==> src/rtl/cpu_mux_pkg.sv <==
// Shared constants for the CPU stage-boundary select muxes.
// Used by mux_n_sel and pipe_mux_n; other stage muxes import it as well.
package cpu_mux_pkg;

  localparam int MUX_N_MAX = 16;

  // Fill bit for an out-of-range select: such a select yields an all-zero word.
  localparam logic SEL_OOR_BIT = 1'b0;

endpackage

==> src/rtl/mux_n_sel.sv <==
// Combinational N-way AND-OR select with one-hot decode of a binary select.
// A select value of N or above matches no source and returns the zero fill word.
module mux_n_sel
  import cpu_mux_pkg::*;
#(
  parameter  int N     = 4,
  parameter  int W     = 32,
  localparam int SEL_W = $clog2(N)
) (
  input  logic [N*W-1:0] src,
  input  logic [SEL_W-1:0] sel,
  output logic [W-1:0]   value
);

  localparam int NS = (N > MUX_N_MAX) ? MUX_N_MAX : N;

  logic [NS-1:0] hot;

  always_comb begin
    hot   = '0;
    value = {W{SEL_OOR_BIT}};
    for (int i = 0; i < NS; i++) begin
      hot[i] = (sel == SEL_W'(i));
      value  = value | (src[i*W +: W] & {W{hot[i]}});
    end
  end

endmodule

==> src/rtl/pipe_mux_n.sv <==
// Registered N-way select stage with valid/ready handshake, stall and flush.
// Define MUX_SKID_EN to add a skid entry so in_ready no longer depends on out_ready.
module pipe_mux_n
  import cpu_mux_pkg::*;
#(
  parameter  int N     = 4,
  parameter  int W     = 32,
  localparam int SEL_W = $clog2(N)
) (
  input  logic             clk,
  input  logic             resetn,
  input  logic [N*W-1:0]   src,
  input  logic [SEL_W-1:0] sel,
  input  logic             in_valid,
  output logic             in_ready,
  input  logic             flush,
  output logic             out_valid,
  input  logic             out_ready,
  output logic [W-1:0]     result
);

  logic [W-1:0] sel_word_p0;
  logic         push;
  logic         pop;
  logic [W-1:0] data_p1;
  logic         vld_p1;

  mux_n_sel #(.N(N), .W(W)) u_sel (
    .src   (src),
    .sel   (sel),
    .value (sel_word_p0)
  );

  assign push      = in_valid & in_ready;
  assign pop       = vld_p1 & out_ready;
  assign out_valid = vld_p1;
  assign result    = data_p1;

  // ---- p0 -> p1: stage register (and optional skid entry) ----
`ifdef MUX_SKID_EN
  logic [W-1:0] skid_data_p1;
  logic         skid_vld_p1;

  assign in_ready = resetn & ~skid_vld_p1;

  always_ff @(posedge clk) begin
    if (!resetn) begin
      vld_p1      <= 1'b0;
      skid_vld_p1 <= 1'b0;
      data_p1     <= '0;
    end else if (flush) begin
      vld_p1      <= 1'b0;
      skid_vld_p1 <= 1'b0;
    end else if (pop && skid_vld_p1) begin
      data_p1     <= skid_data_p1;
      skid_vld_p1 <= push;
    end else if (push && vld_p1 && !pop) begin
      skid_vld_p1 <= 1'b1;
    end else if (push) begin
      data_p1 <= sel_word_p0;
      vld_p1  <= 1'b1;
    end else if (pop) begin
      vld_p1 <= 1'b0;
    end
  end

  // Skid contents only matter while skid_vld_p1 is set, and push is blocked
  // then, so loading on every accepted word never clobbers a live entry.
  always_ff @(posedge clk) begin
    if (push) skid_data_p1 <= sel_word_p0;
  end
`else
  assign in_ready = resetn & (~vld_p1 | out_ready);

  always_ff @(posedge clk) begin
    if (!resetn) begin
      vld_p1  <= 1'b0;
      data_p1 <= '0;
    end else if (flush) begin
      vld_p1 <= 1'b0;
    end else if (push) begin
      data_p1 <= sel_word_p0;
      vld_p1  <= 1'b1;
    end else if (pop) begin
      vld_p1 <= 1'b0;
    end
  end
`endif

endmodule
==> config.mk <==
export PLATFORM = sky130hd
export DESIGN_NAME = pipe_mux_n
export DESIGN_NICKNAME = d
export VERILOG_FILES = /design/src/rtl/cpu_mux_pkg.sv /design/src/rtl/mux_n_sel.sv /design/src/rtl/pipe_mux_n.sv
export SDC_FILE = /design/constraint.sdc
export NUM_CORES = 1
export LEC_CHECK = 0
export CORE_MARGIN = 5
export CORE_UTILIZATION = 30
export DETAILED_ROUTE_END_ITERATION = 8
export HOLD_SLACK_MARGIN = 0.1
export PLACE_DENSITY = 0.76
export SYNTH_ARGS = -nofsm -noshare
export SYNTH_HDL_FRONTEND = slang
export SYNTH_SLANG_ARGS = --single-unit
==> constraint.sdc <==
create_clock -name clk -period 2.1 [get_ports clk]
set_input_delay 0.42 -clock clk [delete_from_list [all_inputs] [get_ports clk]]
set_output_delay 0.42 -clock clk [all_outputs]
set_load 0.03 [all_outputs]
# After elaboration in Yosys (flattened, before gate mapping)

Cells that the tools add are included.

Bits in registers: 33
Output and inout port bits: 34
Word-level logic and storage cells: 25

Equal/unequal tests: 3
Mux-type cells: 2
Bitwise operators: 14
Reductions and logical operators: 4

Operators with widths:

| kind                                                 | count |
|---|---|
| bitwise AND 32 bit                                   | 4 |
| OR 32 bit                                            | 3 |
| equality test 2 bit (second input constant)          | 2 |
| bitwise AND 1 bit                                    | 3 |
| NOT 1 bit                                            | 3 |
| equality test 2 x 1 -> 1 bit (second input constant) | 1 |
| logical NOT 2 bit                                    | 1 |
| two-way mux 1 bit                                    | 2 |
| AND reduction 2 bit                                  | 1 |
| nonzero test 2 bit                                   | 1 |
| OR reduction 2 bit                                   | 1 |
| OR 1 bit                                             | 1 |

# Longest topological paths before layout

Gate-level depths: netlist (run 1).

Depth in word-level cells: 5
Depth in mapped cells: 4
Gate-level depth less buffers: 3

# Hierarchy

From an unflattened synthesis (run 1), not the netlist that was laid out.

Cells, all modules: 190
Area, all modules: 2,137.0 um^2

Modules (own cells, without submodules):

| module     | instances | cells each | area each (um^2) | sequential area each (um^2) |
|---|---|---|---|---|
| pipe_mux_n | 1         | 150        | 1,318.8          | 660.6 |
| mux_n_sel  | 1         | 40         | 818.3            | 0.0 |

# Least setup slack after synthesis (run 1)

No wires, ideal clock.

Path kind: in2reg
Start: input port sel[0]
End: register data_p1[11], in the netlist result[11]
Setup time: 0.117 ns
Data arrival time: 1.350 ns
Path slack: 0.633 ns
Cell stages on the path: 4
Path buffers: 2
Cells stage by stage: buf_6 > buf_6 > mux4_2 > a22o_1

Word-level cells in the longest chain between the ends: 5
Elaborated cells on any way between the ends: 11

RTL lines:

| what                                                                     | line             | source |
|---|---|---|
| start, declared                                                          | pipe_mux_n.sv:13 | `input logic [SEL_W-1:0] sel,` |
| equality test 2 x 1 -> 1 bit / logical NOT 2 bit (equally long branches) | mux_n_sel.sv:23  | `hot[i] = (sel == SEL_W'(i));` |
| bitwise AND 32 bit                                                       | mux_n_sel.sv:24  | `value = value \| (src[i*W +: W] & {W{hot[i]}});` |
| OR 32 bit (2 in series)                                                  | mux_n_sel.sv:24  |  |
| OR 32 bit *                                                              | mux_n_sel.sv:24  |  |
| end signal, assigned                                                     | pipe_mux_n.sv:82 | `data_p1 <= sel_word_p0;` |
| end, declared                                                            | pipe_mux_n.sv:25 | `logic [W-1:0] data_p1;` |

Mark *: on every way between the ends. The rest lies on a longest branch, timed or not.
A chain may end at the register's enable or synchronous reset.

# Worst setup path after layout (run 1)

Start: register data_p1[3], in the netlist result[3]
End: output port result[3]

RTL lines:

| what          | line             | source |
|---|---|---|
| end, declared | pipe_mux_n.sv:19 | `output logic [W-1:0] result` |

No word-level cell between the ends.

==> impl_metrics.toml, run 1 <==
[pwr]
p_per_area_mw_per_mm2 = 483.7
p_leak_nw = 1.345
p_sw_share_pct = 24.65
seq_power_share_pct = 38.5
switchingPower_mw = 0.4364
peakVddDrop_mv = 0.2453
p_int_mw = 1.334
pwr-share-clk_pct = 26.6
combPwrFrac_pct = 34.9
totalPowerFinal_mw = 1.770

[finish]
layout-drive-gt1-share_pct = 16.38
antenna_cells = 0
finalCoreUtilization_pct = 61.81
nNetsFinal = 422
nFillCells = 511
layoutNonFillerInstCount = 362
areaGrowthSynthToFinish_pct = 100.9
design_area_mm2 = 0.003660

[die]
fp.coreArea_mm2 = 0.005921
die_area_mm2 = 0.007731
ios = 169
die_y_um = 87.93
rows = 28
start_util_pct = 30.77
die_x_um = 87.93

[setup_path]
slowest_delay_ns = 0.71
path_cells = "clkdlybuf4s50_1"
end_kind = "output port"
cp_slowest_cell = "clkdlybuf4s50_1"
critPathLaunchType = "flop"
path_buf_inv = 1
critical_path_class = "flop to output port"
arrival_ns = 1.32
cp_top_family = "buffers and inverters"
crit_fanout = 2
critPathRequiredTime_ns = 1.68

[route]
post_drt_wl_per_cell_um = 17.86
via_per_inst = 4.978
wirelength_um = 6465
initialDrtViolationCount = 48
antenna_left = 0
drc_errors = 0
num_vias = 1802
drt-pass1-iter-count = 4

[clock_tree]
cts_hold_buf = 0
cts.sinks = 33
cts_buffer_depth = 2
clk_pin_slew_worst_paths_ns = 0.06
tritoncts = "yes"
cts_inserted_buffers = 5
worstSkewPairLatency_ns = 0.28
cts.repair.resized = 0
post_cts_buffers = 0
clockRootBuffer = "clkbuf_8"
ctsHtreeMaxLevel = 2

[synth]
yosysSeqAreaShare_pct = 36.26
synthTopCellsByArea = "mux4_2 (37%), dfxtp_1 (36%), a22o_1 (15%)"
synth_top_family_by_area = "multiplexers"
synth-compound-area-share_pct = 15.87
ys_ff_latch = 33
synth-xor-area-share_pct = 0
synth_ff_type = "dfxtp_1"
ys_types = 13
synth.most_common_cell = "dfxtp_1"
syn_avg_cell_area_um2 = 15.31
synth_edf_count = 0
synth-simple-area-share_pct = 2.335
yosysTopAreaCell = "mux4_2"
yosysWarningCount = 0
synth_top_cells_by_count = "dfxtp_1 (33), a22o_1 (32), mux4_2 (30), buf_2 (9), buf_6 (4)"
async_flop_share_pct = 0
syn_area_mm2 = 0.001822
syn_nets = 254
synth_top_area_share_pct = 37.09
synthAdderAreaFrac_pct = 0
synth_cells = 119
synthMuxAreaShare_pct = 39.97

[placement]
dp_hpwl_um = 5403
io_buffers = 168
gp_congestion = 0.7423
place_area_mm2 = 0.003573
placedCellCount = 355

[grt]
grt_pass1_vias = 1982
antenna_found_initial = 0
gr-total-overflow = 0
grt_usage_pct = 16.10
grt_first_pass_wirelength_um = 9397
grt_max_degree = 33

[sta]
tightest_slew_ns = 0.3623
max_freq_mhz = 573.6
fin_crit_ns = 1.743
setup_violations = 0
slew_headroom_pct = 75.77
final.setup.tns_ns = 0
fin_skew_ns = 0.005105
slew_viol_final = 0
hold_violations = 0
fin_crit_sh_pct = 83.02
rsz0062_at_grt = "false"

[outcome]
outcome = "complete, no violations"

[job]
drv_cap = 0

[hold_path]
hp-class = "flop to flop"
stage by stage:
step,hold WS [ns],setup slack (ns)
after floorplan,0.4968,0.6335
after global placement,0.4602,0.2159
after detailed placement,0.4627,0.1897
after CTS,0.4814,0.3374
after global routing,0.4984,0.3098
final,0.4756,0.3567
layout by cell type, fill, tap and decap left out:
cell type        count
a22o_1              32
clkdlybuf4s50_1    166
mux4_1               2
buf_2                1
dfxtp_1             33
mux4_2              30
nor2b_2              1
nor2_1               2
inv_1                2
clkbuf_1             1
clkbuf_8             6
buf_4                6
nor3_1               1
o31a_1               1
buf_12               2
nor4_4               1
flip-flops by register name, indices dropped and copies added, names as in the netlist:
| signal | cells |
|---|---|
| result | 32 |
| out_valid | 1 |
worst paths after layout:
kind,start,to,slack [ns],depth (start not counted)
worst min register to register,result[0],result[0],0.48,1
worst min-delay path,result[0],result[0],0.48,1
worst max-delay path,result[3],result[3],0.36,1
worst max register to register,out_valid,result[20],0.78,4
cell families after synthesis:
logic type             count (synthesis)
AOI/OAI and AO/OA                     33
buffers and inverters                 16
DFF                                   33
muxes                                 32
and+or+nand+nor                        5
power by group through the flow:
stage	clock network (mW)	registers, mW	logic (mW)
floorplan	0	0.767	0.199
global placement	0	0.695	0.615
detailed placement	0	0.695	0.625
CTS	0.491	0.683	0.626
global route	0.513	0.686	0.654
finish	0.471	0.682	0.617
cell type report:
cell class                      instances  area [um^2]  area share [%]
Clock buffer                            7        86.33           2.359
Inverter                                2        7.507          0.2051
Multi-Input combinational cell         70         1060           28.96
Sequential cell                        33        660.6           18.05
Tap cell                               75        93.84           2.564
Timing Repair Buffer                  175         1752           47.86
per-layer routing:
metal	vias to the layer above	part of all wire [%]	global-route usage, %
met4	0	1.2	5.160
li1	844	-	-
met5	-	0	0
met3	6	12	5.738
met1	850	35	16.61
met2	102	51	30.14
No activity file was read; power rests on OpenSTA's default activity.
==> run 2, diff against run 1 <==
==> constraint.sdc (replaced) <==
create_clock -name clk -period 1.72 [get_ports clk]
set_input_delay 0.344 -clock clk [delete_from_list [all_inputs] [get_ports clk]]
set_output_delay 0.344 -clock clk [all_outputs]
set_load 0.03 [all_outputs]
==> run 2 against run 1 <==
  * Clock skew fell by 0.0015 ns
  * Combinational power rose by 25%
  * Power rose by 22%
  * Sequential share of layout area fell by 0.23 points
  * First-iteration DRC count fell by 27%
  * Setup slack got worse by 0.30 ns
  * Die area did not move
  * Critical path depth did not move
  * Routed wire length rose by 3.5%
  * Global-route usage rose by 1.4 points
  * Utilization rose by 0.78 points
==> impl_metrics.toml, run 2 (synthesis gave the netlist of run 1 again) <==
[outcome]
outcome = "complete, no violations"

[setup_path]
crit_fanout = 2
cp_top_family = "buffers and inverters"
critPathLaunchType = "flop"
critPathRequiredTime_ns = 1.38
path_cells = "clkdlybuf4s50_1"
critical_path_class = "flop to output port"
path_buf_inv = 1
arrival_ns = 1.32
slowest_delay_ns = 0.71
cp_slowest_cell = "clkdlybuf4s50_1"
end_kind = "output port"

[sta]
hold_ws_ns = 0.4752
fin_crit_ns = 1.668
tightest_slew_ns = 0.3736
max_freq_mhz = 599.4
slew_viol_final = 0
slew_headroom_pct = 75.05
setup_violations = 0
fin_skew_ns = 0.003641
rsz0062_at_grt = "false"
fin_crit_sh_pct = 96.99
hold_violations = 0
final.setup.tns_ns = 0

[placement]
gp_congestion = 0.7121
io_buffers = 168
place_area_mm2 = 0.003621
placedCellCount = 358
dp_hpwl_um = 5555

[finish]
layoutNonFillerInstCount = 366
nNetsFinal = 425
multi_input_area_mm2 = 0.001060
nFillCells = 502
largest_reg_flops = 32
layout-drive-gt1-share_pct = 16.84
design_area_mm2 = 0.003706
final_common_cell = "clkdlybuf4s50_1"
areaGrowthSynthToFinish_pct = 103.4
layout_common_cells = "clkdlybuf4s50_1 (164), dfxtp_1 (33), a22o_1 (32)"
register_area_um2 = 660.6
antenna_cells = 0

[pwr]
totalPowerFinal_mw = 2.154
switchingPower_mw = 0.5452
p_leak_nw = 1.398
peakVddDrop_mv = 0.3964
p_sw_share_pct = 25.31
p_int_mw = 1.609
seq_power_share_pct = 38.7
combPwrFrac_pct = 35.7
pwr-share-clk_pct = 25.7
p_per_area_mw_per_mm2 = 581.2

[clock_tree]
cts.sinks = 33
ctsHtreeMaxLevel = 2
cts_buffer_depth = 2
clockRootBuffer = "clkbuf_8"
tritoncts = "yes"
cts_hold_buf = 0
worstSkewPairLatency_ns = 0.28
cts_inserted_buffers = 5
clk_pin_slew_worst_paths_ns = 0.06

[route]
via_per_inst = 5.071
drc_errors = 0
antenna_left = 0
wirelength_um = 6693
post_drt_wl_per_cell_um = 18.29
num_vias = 1856
initialDrtViolationCount = 35
drt-pass1-iter-count = 4

[grt]
gr-total-overflow = 0
grt_pass1_vias = 2029
grt_first_pass_wirelength_um = 10090
grt_max_degree = 33
antenna_found_initial = 1
grt_usage_pct = 17.46

[die]
ios = 169
start_util_pct = 30.77
rows = 28
die_x_um = 87.93
die_area_mm2 = 0.007731
die_y_um = 87.93
fp.coreArea_mm2 = 0.005921

[hold_path]
hp-class = "flop to flop"

[job]
drv_cap = 0
-- run 2: changes by cell type in the layout (fill, tap and decap cells not counted), sizes merged --
cell,previous run,this run
clkdlybuf4s50,166,164
buf,9,12
clkbuf,7,8
dlymetal6s2s,0,2
-- run 2: layer usage --
layer	GRT usage [%]	vias up	wire length (um)
li1	-	851	-
met1	17.79	883	2177
met2	31.51	105	3481
met3	6.679	15	828
met4	7.810	2	193
met5	0	-	13
-- run 2: cell type report --
type | count | share of cell area [%]
inverter | 2 | 0.2026
tap | 75 | 2.532
sequential | 33 | 17.83
clock buffer | 8 | 2.161
multi-input combinational | 70 | 28.60
timing repair buffer | 178 | 48.68
-- run 2: power by group through the flow --
stage	combinational [mW]	sequential (mW)	clock (mW)
final	0.769	0.833	0.553
after global routing	0.816	0.838	0.606
after CTS	0.780	0.833	0.579
after detailed placement	0.778	0.849	0
after global placement	0.764	0.849	0
after floorplan	0.243	0.937	0
-- run 2: worst reg2reg max path, stage by stage (launching register included) --
cell and delay (ns):
dfxtp_1 0.31, nor2b_2 0.15, o31a_1 0.27, buf_12 0.18
a22o_1 0.26
-- run 2: stage by stage --
stage | worst slack, ns | utilization, %
final | 0.05177 | 62.60
after global routing | 0.01299 | 62.60
after CTS | 0.02517 | 62.51
after detailed placement | -0.1207 | 61.16
after global placement | -0.07451 | 61.16
after floorplan | 0.3295 | -
-- run 2: final timing paths --
check                                from          to  slack (ns)  cells past startpoint
worst min-delay path            result[5]   result[5]        0.48                      1
worst max-delay path            result[3]   result[3]        0.05                      1
worst max register to register  out_valid  result[17]        0.45                      4
worst min register to register  result[5]   result[5]        0.48                      1
-- run 2: what timing repair did --
action,4_1_cts,5_1_grt
endpoints found under the setup margin,0,2
buffers inserted,0,0
gates resized for setup,0,2
